[src/rtl/stopwatch_ctrl.sv]
// stopwatch_ctrl
//   Run/pause/lap/clear sequencer for a BCD stopwatch. It drives a 10 ms
//   (TICK_HZ) count strobe into the time counters and a free-running
//   digit-scan index for the multiplexed display.
//
//   Optional feature macro: STOPWATCH_LAP_EN (enables the LAP state and
//   btn_lap handling; when undefined, lap_hold is tied low and the LAP code
//   is treated as illegal).
//
//   Ports
//     clk        system clock, rising edge
//     reset      asynchronous active-low reset
//     btn_start  one-cycle pulse: toggle run/pause
//     btn_clear  one-cycle pulse: clear time (IDLE or PAUSE only)
//     btn_lap    one-cycle pulse: toggle lap hold (RUN/LAP only)
//     cnt_en     one-cycle increment strobe to the LSB counter
//     cnt_clr    one-cycle synchronous clear to the time counters
//     lap_hold   display shows latched digits while high
//     sel[2:0]   digit scan index, 0 = LSB digit
//     state[1:0] FSM state code
//
//   state | meaning
//   IDLE  | stopped, time cleared or clearable (00)
//   RUN   | counting (01)
//   PAUSE | stopped, time preserved (10)
//   LAP   | counting, display frozen (11)
module stopwatch_ctrl #(
  parameter int CLK_HZ  = 100_000_000,
  parameter int TICK_HZ = 100,
  parameter int SCAN_HZ = 1000
) (
  input  logic       clk,
  input  logic       reset,
  input  logic       btn_start,
  input  logic       btn_clear,
  input  logic       btn_lap,
  output logic       cnt_en,
  output logic       cnt_clr,
  output logic       lap_hold,
  output logic [2:0] sel,
  output logic [1:0] state
);

  localparam int TICK_DIV = CLK_HZ / TICK_HZ;
  localparam int SCAN_DIV = CLK_HZ / SCAN_HZ;
  localparam int TICK_W   = $clog2(TICK_DIV);
  localparam int SCAN_W   = $clog2(SCAN_DIV);
  localparam logic [TICK_W-1:0] TICK_LAST = TICK_W'(TICK_DIV - 1);
  localparam logic [SCAN_W-1:0] SCAN_LAST = SCAN_W'(SCAN_DIV - 1);

  if (TICK_DIV < 2 || TICK_DIV * TICK_HZ != CLK_HZ) begin : g_bad_tick
    $error("stopwatch_ctrl: CLK_HZ/TICK_HZ must be an integer >= 2");
  end
  if (SCAN_DIV < 2 || SCAN_DIV * SCAN_HZ != CLK_HZ) begin : g_bad_scan
    $error("stopwatch_ctrl: CLK_HZ/SCAN_HZ must be an integer >= 2");
  end

  typedef enum logic [1:0] {
    ST_IDLE  = 2'b00,
    ST_RUN   = 2'b01,
    ST_PAUSE = 2'b10,
    ST_LAP   = 2'b11
  } state_e;

  state_e             state_q, state_d;
  logic               cnt_clr_q, cnt_clr_d;
  logic [TICK_W-1:0]  tick_q, tick_d;
  logic [SCAN_W-1:0]  scan_q, scan_d;
  logic [2:0]         sel_q, sel_d;
  logic               counting;
  logic               tick_last;
  logic               start_ev, clear_ev;

`ifdef STOPWATCH_LAP_EN
  logic lap_ev;
  logic lap_hold_q, lap_hold_d;
`else
  logic unused_lap;
  assign unused_lap = btn_lap;
`endif

  // Only one pulse is acted on per cycle: start beats clear beats lap.
  always_comb begin
    start_ev  = btn_start;
    clear_ev  = btn_clear & ~btn_start;
`ifdef STOPWATCH_LAP_EN
    lap_ev    = btn_lap & ~btn_start & ~btn_clear;
`endif
    state_d   = state_q;
    cnt_clr_d = 1'b0;
    case (state_q)
      ST_IDLE: begin
        if (start_ev)      state_d   = ST_RUN;
        else if (clear_ev) cnt_clr_d = 1'b1;
      end
      ST_RUN: begin
        if (start_ev)    state_d = ST_PAUSE;
`ifdef STOPWATCH_LAP_EN
        else if (lap_ev) state_d = ST_LAP;
`endif
      end
      ST_PAUSE: begin
        if (start_ev) begin
          state_d = ST_RUN;
        end else if (clear_ev) begin
          state_d   = ST_IDLE;
          cnt_clr_d = 1'b1;
        end
      end
`ifdef STOPWATCH_LAP_EN
      ST_LAP: begin
        if (start_ev)    state_d = ST_PAUSE;
        else if (lap_ev) state_d = ST_RUN;
      end
`endif
      default: state_d = ST_IDLE;
    endcase
`ifdef STOPWATCH_LAP_EN
    lap_hold_d = (state_d == ST_LAP);
`endif
  end

`ifdef STOPWATCH_LAP_EN
  assign counting = (state_q == ST_RUN) || (state_q == ST_LAP);
`else
  assign counting = (state_q == ST_RUN);
`endif

  assign tick_last = (tick_q == TICK_LAST);

  // Tick prescaler holds its partial interval through PAUSE so resuming
  // does not restart the current 10 ms slot.
  always_comb begin
    tick_d = tick_q;
    if (cnt_clr_q)     tick_d = '0;
    else if (counting) tick_d = tick_last ? '0 : tick_q + TICK_W'(1);
  end

  always_comb begin
    scan_d = scan_q;
    sel_d  = sel_q;
    if (scan_q == SCAN_LAST) begin
      scan_d = '0;
      sel_d  = sel_q + 3'd1;
    end else begin
      scan_d = scan_q + SCAN_W'(1);
    end
  end

  always_ff @(posedge clk or negedge reset) begin
    if (!reset) begin
      state_q   <= ST_IDLE;
      cnt_clr_q <= 1'b0;
      tick_q    <= '0;
      scan_q    <= '0;
      sel_q     <= 3'd0;
    end else begin
      state_q   <= state_d;
      cnt_clr_q <= cnt_clr_d;
      tick_q    <= tick_d;
      scan_q    <= scan_d;
      sel_q     <= sel_d;
    end
  end

`ifdef STOPWATCH_LAP_EN
  always_ff @(posedge clk or negedge reset) begin
    if (!reset) lap_hold_q <= 1'b0;
    else        lap_hold_q <= lap_hold_d;
  end
  assign lap_hold = lap_hold_q;
`else
  assign lap_hold = 1'b0;
`endif

  assign cnt_en  = counting & tick_last;
  assign cnt_clr = cnt_clr_q;
  assign sel     = sel_q;
  assign state   = state_q;

endmodule

[config.mk]
export PLATFORM = sky130hd
export DESIGN_NAME = stopwatch_ctrl
export DESIGN_NICKNAME = d
export VERILOG_FILES = /design/src/rtl/stopwatch_ctrl.sv
export SDC_FILE = /design/constraint.sdc
export NUM_CORES = 1
export LEC_CHECK = 0
export ABC_AREA = 1
export CAP_MARGIN = 15
export CORE_MARGIN = 10
export CORE_UTILIZATION = 55
export DETAILED_ROUTE_END_ITERATION = 8
export PLACE_DENSITY = 0.74
export SYNTH_ARGS = -nofsm -noshare
export SYNTH_HDL_FRONTEND = slang
export SYNTH_SLANG_ARGS = --single-unit
[constraint.sdc]
create_clock -name clk -period 1.9 [get_ports clk]
set_input_delay 0.38 -clock clk [delete_from_list [all_inputs] [get_ports clk]]
set_output_delay 0.38 -clock clk [all_outputs]
set_load 0.05 [all_outputs]
==> out/qor.csv, run 1 <==
metric,value,unit
WL final,5412,um
first-pass GRT wire length,9349,um
Inst Count DP,416,
Die Wd,88.31,um
PortBufs,10,
static leakage,0.001422,uW
Skew-Pair Late Insertion Delay,0.30,ns
grt ovf,0,
"Cell Count, Final, Fillers Out",432,
vias per cell,5.220,
CP startpoint kind,register,
Iter 0 DRT Violations,136,
critical path's largest stage delay,0.37,ns
"Core Util, Final",0.6563,
drt drc,0,
Yosys reg bits,43,
"Reg clk slew, reported paths",0.09,ns
reg-to-reg startpoint,tick_q[1],
IO Count,13,
flop-to-flop setup slack,0.32,ns
CTS Hold Bufs,0,
Syn. warnings,0,
Die Span Y,88.31,um
crit share post-route,0.9886,
Mapped Cells,355,
Setup-failing EPs final,0,
CTS H-tree depth,2,
min Tclk post-route,1.878,ns
largest net degree at the start of global routing,25,
Final HPWL DP,4019,um
GRT Overall Usage,0.1486,
RSZ-0062 raised after global routing,true,
DRT Pass-1 Iters,5,
CP Cell Sequence,ha_2 -> inv_2 -> nor3_4 -> nand3_4 -> nor2_4 -> buf_12,
slowest cell on the critical path,dfrtp_1,
Core ar.,4444,um^2
worst hold path class,in -> async,
initial antenna violation count,0,
crit path kind,reg -> out,
syn nets,363,
Place WS,0.2137,ns
CTS tree,done,
asr flop ratio synth,1.000,
FP Rows,24,
CTS Sinks,43,
fill count,383,
Starting Density,0.5774,
Routed wire per std cell,12.53,um
Cell Pwr Density,674.0,nW/um^2
"Data arrival, critical path",1.50,ns
Routed Antenna Nets,0,
final hold violations,0,
maximum clock frequency,532.4,MHz
Num CTS Buffers,5,
"Worst Setup Slack, final",0.02158,ns
"Req. time, crit path",1.52,ns
Layout area overhead,13.65,%
vias in the first global route,2010,
CP endpoint kind,output pin,
nets,387,
max cap viols,0,
die footprint,7798,um^2
Setup Skew,0.01115,ns
via count,2255,
ratio of cells with drive above 1 in the final layout,0.1500,
ANT cells,0,
Post-synth EDFFs,0,
Main synth FF type,dfrtp_1,
area taken by multi-input logic gates,1280,um^2
Synth cell types,28,
outcome,"finished, final reports clean",
Max Slew Vio Count,0,
syn avg cell area,7.229,um^2
peak supply drop,0.6632,mV
Worst Path Max Fanout,2,
crit path from,tick_q[1],
Max clock buf depth,2,
Post-Syn Area,2566,um^2
FF+latch area,1077,um^2
Clock Tree Root,clkbuf_8,
"Seq/Total Area, Yosys",0.4193,
gpl congestion,0.8956,
-- state kept, by name, indices dropped and copies added, names as in the netlist --
signal and cells:
scan_q 17, sel 3, cnt_clr 1, state 2, tick_q 20
-- worst paths after layout --
path / to / cells after the start
max: cnt_en / 6
min: tick_q[7] / 1
max reg2reg: tick_q[10] / 7
min reg2reg: scan_q[0] / 1
max in group asynchronous: tick_q[15] / 2
min in group clk: scan_q[0] / 1
-- routing by layer --
metal | part of all wire | track usage | vias up
li1 | - | - | 1153
met1 | 0.51 | 0.2189 | 1014
met2 | 0.42 | 0.2096 | 81
met3 | 0.066 | 0.04044 | 7
met4 | 0.0089 | 0.03377 | 0
met5 | 0 | 0 | -
-- logic make-up after synthesis --
kind of cell / synth area share
DFF: 0.4193
buffers and inverters: 0.09069
other: 0.001461
AOI/OAI and AO/OA: 0.04486
adders and majority gates: 0.01463
and+or+nand+nor: 0.3847
xor gates and xnor gates: 0.04437
-- synth_stat cells (4+ instances only) --
cell | count | area, um^2
nand3_1 | 25 | 125.1
xor2_1 | 10 | 87.58
nor3_1 | 12 | 60.06
inv_1 | 46 | 172.7
o21ai_1 | 8 | 40.04
dfrtp_1 | 43 | 1076
nand2_1 | 96 | 360.4
a21oi_1 | 5 | 25.02
o21ai_0 | 5 | 25.02
nor2_1 | 55 | 206.5
nor2_4 | 4 | 45.04
nand3_2 | 4 | 40.04
inv_2 | 7 | 26.28
nand4_1 | 11 | 68.82
-- timing repair --
item / CTS / global route
setup endpoints to repair: 1 / 1
gates cloned: 0 / 0
setup buffers: 2 / 6
pin swaps: 2 / 3
gates resized for setup: 3 / 3
hold endpoints to repair: 0 / 0
-- critical path, delay by kind of cell (launching register included) --
family | cells | cell delay [ns]
AND/OR/NAND/NOR | 3 | 0.43
flip-flops | 1 | 0.37
adder cells (fa/ha/maj) | 1 | 0.20
buffers and inverters | 2 | 0.19
-- power breakdown --
part / leakage [uW] / internal (uW) / switching [uW]
Clock: 0.0000474 / 297 / 328
Combinational: 0.000796 / 108 / 231
Sequential: 0.000578 / 957 / 44.9
-- layout make-up --
| class | count | share of cell area |
|---|---|---|
| Tap cell | 52 | 0.02231 |
| Sequential cell | 43 | 0.3694 |
| Clock inverter | 2 | 0.005577 |
| Inverter | 54 | 0.06950 |
| Clock buffer | 6 | 0.02831 |
| Timing Repair Buffer | 22 | 0.06607 |
| Multi-Input combinational cell | 253 | 0.4389 |
-- cell usage in the layout, fill, tap and decap left out, drive strengths merged --
master / count
xor2: 10
nand3: 29
dfrtp: 43
nand4: 11
o21ai: 15
conb: 1
nor3: 15
clkinvlp: 1
a21oi: 5
nand3b: 1
ha: 3
clkdlybuf4s50: 2
nor2: 59
clkinv: 2
nand2: 100
xnor2: 3
inv: 53
nor3b: 1
buf: 20
clkbuf: 6
-- metrics by stage --
step	power, uW	instance area (um^2)	hold WS, ns	setup TNS (ns)
final	1966	2917	0.03044	0
after global routing	2063	2917	0.04201	-0.04742
after CTS	1956	2865	0.03566	-0.02033
after detailed placement	1321	2736	0.3654	0
after global placement	1316	2736	0.3615	0
after floorplan	1231	2569	0.08441	0
(Power assumes the default switching activity.)
==> inputs of run 2 (changes only) <==
--- a/config.mk
+++ b/config.mk
@@ -10,6 +10,7 @@
 export CORE_MARGIN = 10
 export CORE_UTILIZATION = 55
 export DETAILED_ROUTE_END_ITERATION = 8
+export MAX_ROUTING_LAYER = met4
 export PLACE_DENSITY = 0.74
 export SYNTH_ARGS = -nofsm -noshare
 export SYNTH_HDL_FRONTEND = slang
==> run 2 against run 1 <==
Sequential share of layout area is 0.095 points lower. Clock power grew 18%. Clock skew decreased by 0.0053 ns. Global-route usage up 0.56 points. Worst setup slack gained 0.010 ns. Flip-flop and latch count is the same. Critical endpoint unchanged. Largest power group unchanged.
==> out/qor.csv, run 2 (synthesis gave the netlist of run 1 again) <==
metric,value,unit,change
outcome,"finished, final reports clean",,
CP endpoint kind,output pin,,
post-route cell area,2924,um^2,+0.26%
Max clock buf depth,2,,unchanged
"Reg clk slew, reported paths",0.09,ns,about the same
"Data arrival, critical path",1.49,ns,about the same
static leakage,0.001430,uW,+0.56%
Max Slew Vio Count,0,,unchanged
Setup Skew,0.005802,ns,-0.005344 ns
most frequent cells in the layout,"96 x nand2_1, 52 x nor2_1, 46 x inv_1",,
Place WS,0.2180,ns,+0.004309 ns
first-pass GRT wire length,9397,um,+0.51%
grt ovf,0,,unchanged
ratio of cells with drive above 1 in the final layout,0.1451,,-0.004881
Final Power,2071,uW,+5.4%
ANT cells,0,,unchanged
Die Span Y,88.31,um,unchanged
CTS Sinks,43,,unchanged
max cap viols,0,,unchanged
Layout area overhead,13.94,%,
largest net degree at the start of global routing,25,,unchanged
nets,386,,-0.26%
Cell Pwr Density,708.3,nW/um^2,+5.1%
"Worst Setup Slack, final",0.03194,ns,+0.01035 ns
DRT Pass-1 Iters,5,,unchanged
reg-to-reg startpoint,tick_q[0],,
crit share post-route,0.9832,,-0.005449
flop-to-flop setup slack,0.34,ns,+0.02 ns
crit path kind,reg -> out,,
gpl congestion,0.9209,,+2.8%
IO Count,13,,unchanged
maximum clock frequency,535.3,MHz,+0.55%
GRT Overall Usage,0.1542,,+0.005566
peak supply drop,0.5863,mV,-12%
vias per cell,5.248,,+0.54%
terminus of the critical flop-to-flop path,tick_q[12],,
"Req. time, crit path",1.52,ns,about the same
Skew-Pair Late Insertion Delay,0.30,ns,about the same
final hold violations,0,,unchanged
"Core Util, Final",0.6579,,+0.001689
top register by number of flip-flops,tick_q,,
min Tclk post-route,1.868,ns,-0.01035 ns
CTS tree,done,,
vias in the first global route,2055,,+2.2%
Setup-failing EPs final,0,,unchanged
die footprint,7798,um^2,unchanged
placed instance area,2736,um^2,unchanged
worst hold path class,in -> async,,
drt drc,0,,unchanged
Worst Path Max Fanout,2,,unchanged
Starting Density,0.5774,,unchanged
Routed wire per std cell,12.52,um,about the same
Num CTS Buffers,5,,unchanged
via count,2262,,+0.31%
Clock Tree Root,clkbuf_8,,
initial antenna violation count,0,,unchanged
R2R depth,9,,+2
FP Rows,24,,unchanged
CTS H-tree depth,2,,unchanged
Final HPWL DP,4086,um,+1.6%
Routed Antenna Nets,0,,unchanged
CP startpoint kind,register,,
Die Wd,88.31,um,unchanged
Core ar.,4444,um^2,unchanged
WL final,5396,um,-0.30%
PortBufs,10,,unchanged
"most common cell after layout, fill and taps aside",nand2_1,,
max FFs per register,20,,unchanged
Iter 0 DRT Violations,111,,-18%
RSZ-0062 raised after global routing,true,,
run 2: changes by cell type in the layout (fill, tap and decap cells not counted), sizes merged:
cell / previous run / this run
clkbuf: 6 / 5
clkinvlp: 1 / 0
inv: 53 / 54
bufinv: 0 / 1
buf: 20 / 19
run 2: worst max-delay path: stages, from the launching register on:
cell     delay [ns]
dfrtp_1        0.37
ha_1           0.19
inv_2          0.05
nor3_4         0.21
nand3_4        0.12
nor2_4         0.12
buf_12         0.14
run 2: repair_timing:
item | in CTS | in global routing
endpoints found under the setup margin | 1 | 1
hold buffers | 0 | 0
buffers inserted | 3 | 4
pin swaps | 0 | 4
resized for setup | 3 | 2
run 2: layout make-up:
class,instances,area [um^2]
well taps,52,65.06
clock buffers,5,68.82
fillers,381,1520
flip-flops and latches,43,1077
multi-input cells,253,1277
inverters,54,202.7
repair buffers,21,185.2
clock inverters,3,47.55
run 2: per-stage QoR:
step / instances / hold slack (ns) / setup TNS, ns
after detailed placement: 416 / 0.3602 / 0
after floorplan: 355 / 0.08441 / 0
after global routing: 431 / 0.04401 / -0.06398
after global placement: 416 / 0.3626 / 0
after CTS: 427 / 0.03282 / 0
final: 431 / 0.02860 / 0
run 2: how the worst max path moves through the flow:
| stage | cells past startpoint | slack (ns) | end | from |
|---|---|---|---|---|
| 6_report | 6 | 0.03 | cnt_en | tick_q[0] |
| 5_1_grt | 6 | -0.06 | cnt_en | tick_q[11] |
| 4_1_cts | 6 | 0.002 | cnt_en | tick_q[0] |
| 3_5_place_dp | 6 | 0.22 | cnt_en | tick_q[0] |
| 3_3_place_gp | 6 | 0.21 | cnt_en | tick_q[0] |
| 2_1_floorplan | 5 | 0.02 | cnt_en | tick_q[0] |
run 2: power breakdown:
group	leakage (uW)	internal [uW]	total (uW)	switching, uW
Sequential	0.000578	957	1000	43.3
Clock	0.0000587	399	739	341
Combinational	0.000793	103	331	228
Total	0.00143	1460	2070	612
run 2: layer usage:
layer | part of all wire | wire [um] | vias to the layer above | global-route usage
li1 | - | - | 1159 | -
met1 | 0.53 | 2864 | 1046 | 0.2184
met3 | 0.042 | 227 | 7 | 0.03125
met2 | 0.41 | 2230 | 50 | 0.2157
met4 | 0.014 | 74 | 0 | 0.04405
met5 | 0 | 0 | - | -
==> inputs of run 3 (changes only) <==
==> constraint.sdc (replaced) <==
create_clock -name clk -period 2.1 [get_ports clk]
set_input_delay 0.42 -clock clk [delete_from_list [all_inputs] [get_ports clk]]
set_output_delay 0.42 -clock clk [all_outputs]
set_load 0.05 [all_outputs]
==> run 3 against run 2 <==
Clock skew grew 0.0025 ns. Sequential power shrank 8%. Via count shrank 3.0%. Wire length shrank 1.7%. First-iteration DRC count grew 45%. Final cell count shrank 2.1%.
==> out/qor.csv, run 3 (synthesis gave the netlist of run 1 again) <==
metric,value,unit,change
Setup-failing EPs final,0,,unchanged
switching pwr,548.8,uW,-10%
ANT cells,0,,unchanged
Iter 0 DRT Violations,161,,+45%
Comb pwr share,0.142,,-0.018
crit path from,tick_q[0],,
max FFs per register,20,,unchanged
"most common cell after layout, fill and taps aside",nand2_1,,
vias per cell,5.199,,-0.94%
ratio of cells with drive above 1 in the final layout,0.1054,,-0.03971
Worst Tran Pin Value,0.5029,ns,
CTS Sinks,43,,unchanged
postcts setup bufs,0,,-3
crit path kind,reg -> out,,
"Data arrival, critical path",1.59,ns,+0.10 ns
gpl congestion,0.9447,,+2.6%
crit share post-route,0.9568,,
worst hold path class,in -> async,,
vias in the first global route,2071,,+0.78%
CTS tree,done,,
peak supply drop,0.5404,mV,-7.8%
DRT Pass-1 Iters,4,,-1
max cap viols,0,,unchanged
grt ovf,0,,unchanged
Place WS,0.2814,ns,+0.06343 ns
PortBufs,10,,unchanged
CP endpoint kind,output pin,,
Layout area overhead,12.68,%,
critical path's largest stage delay,0.41,ns,+0.04 ns
WL final,5303,um,-1.7%
Num CTS Buffers,5,,unchanged
"Reg clk slew, reported paths",0.09,ns,about the same
Bufs and invs on worst path,2,,unchanged
outcome,"finished, final reports clean",,
CP Cell Sequence,ha_4 -> inv_2 -> nor3_4 -> nand3_2 -> nor2_4 -> buf_12,,
max_slew headroom,0.6637,,
Pint,1424,uW,-2.4%
drt drc,0,,unchanged
min Tclk post-route,2.009,ns,
reg-to-reg startpoint,tick_q[0],,
FP Rows,24,,unchanged
Sw Ratio,0.2782,,-0.01731
first-pass GRT wire length,9363,um,-0.36%
Routed Antenna Nets,0,,unchanged
power share of the clock group,0.391,,+0.034
Clock Tree Root,clkbuf_8,,
maximum clock frequency,497.7,MHz,
Skew-Pair Late Insertion Delay,0.30,ns,about the same
die footprint,7798,um^2,unchanged
Max clock buf depth,2,,unchanged
"Worst Setup Slack, final",0.09065,ns,+0.05872 ns
Routed wire per std cell,12.57,um,+0.37%
area taken by multi-input logic gates,1277,um^2,unchanged
CTS H-tree depth,2,,unchanged
Cell Pwr Density,682.1,nW/um^2,-3.7%
Worst Path Max Fanout,6,,+4
via count,2194,,-3.0%
CP startpoint kind,register,,
setup TNS,0,ns,unchanged
Setup Skew,0.008303,ns,+0.002501 ns
final hold violations,0,,unchanged
Starting Density,0.5774,,unchanged
FF+latch area,1077,um^2,unchanged
kind of cell adding the most delay to the critical path,simple AND/OR/NAND/NOR gates,,
Flop pwr share,0.467,,-0.016
top register by number of flip-flops,tick_q,,
IO Count,13,,unchanged
fill count,398,,+4.5%
Die Wd,88.31,um,unchanged
RSZ-0062 raised after global routing,false,,
Core ar.,4444,um^2,unchanged
flop-to-flop setup slack,0.45,ns,+0.11 ns
Max Slew Vio Count,0,,unchanged
GRT Overall Usage,0.1547,,+0.0004705
most frequent cells in the layout,"96 x nand2_1, 54 x nor2_1, 46 x inv_1",,
"Req. time, crit path",1.68,ns,+0.16 ns
slowest cell on the critical path,dfrtp_2,,
static leakage,0.001376,uW,-3.8%
nets,377,,-2.3%
initial antenna violation count,0,,unchanged
largest net degree at the start of global routing,25,,unchanged
Die Span Y,88.31,um,unchanged
Final HPWL DP,3927,um,-3.9%
-- run 3: worst paths after layout --
check | end | depth (start not counted)
setup reg to reg | tick_q[17] | 9
hold reg to reg | scan_q[0] | 1
max in group asynchronous | scan_q[15] | 2
hold / removal | scan_q[8] | 1
min in group clk | scan_q[0] | 1
setup / recovery | cnt_en | 6
-- run 3: area by class of cell --
| class | instances | area share |
|---|---|---|
| Clock buffer | 5 | 0.02380 |
| Clock inverter | 3 | 0.02337 |
| Inverter | 54 | 0.07010 |
| Multi-Input combinational cell | 253 | 0.4418 |
| Sequential cell | 43 | 0.3726 |
| Tap cell | 52 | 0.02250 |
| Timing Repair Buffer | 12 | 0.04587 |
-- run 3: timing repair --
action | in CTS | in global routing
setup endpoints to repair | 1 | 1
hold buffers | 0 | 0
pin swaps | 0 | 1
resized for setup | 2 | 2
gates cloned | 0 | 0
-- run 3: stage by stage --
step / total power (uW) / hold WS [ns] / utilization / area [um^2] / cells
after floorplan: 1114 / 0.1244 / - / 2569 / 355
after global placement: 1188 / 0.4057 / 0.6157 / 2736 / 414
after detailed placement: 1197 / 0.4028 / 0.6157 / 2736 / 414
after CTS: 1987 / 0.07551 / 0.6492 / 2885 / 422
after global routing: 2058 / 0.08307 / 0.6506 / 2892 / 422
final: 1972 / 0.06276 / 0.6506 / 2892 / 422
-- run 3: per-layer routing --
metal  up-vias  part of all wire  GRT usage
li1       1129                 -          -
met1      1007              0.51     0.2024
met2        53              0.42     0.2277
met3         5             0.058    0.04136
met4         0             0.010    0.04846
met5         -                 0          -
-- run 3: power by group through the flow --
stage	registers [uW]	clock network, uW	logic (uW)
2_1_floorplan	947	0	167
3_3_place_gp	925	0	263
3_5_place_dp	927	0	269
4_1_cts	918	789	280
5_1_grt	926	815	316
6_report	920	772	280
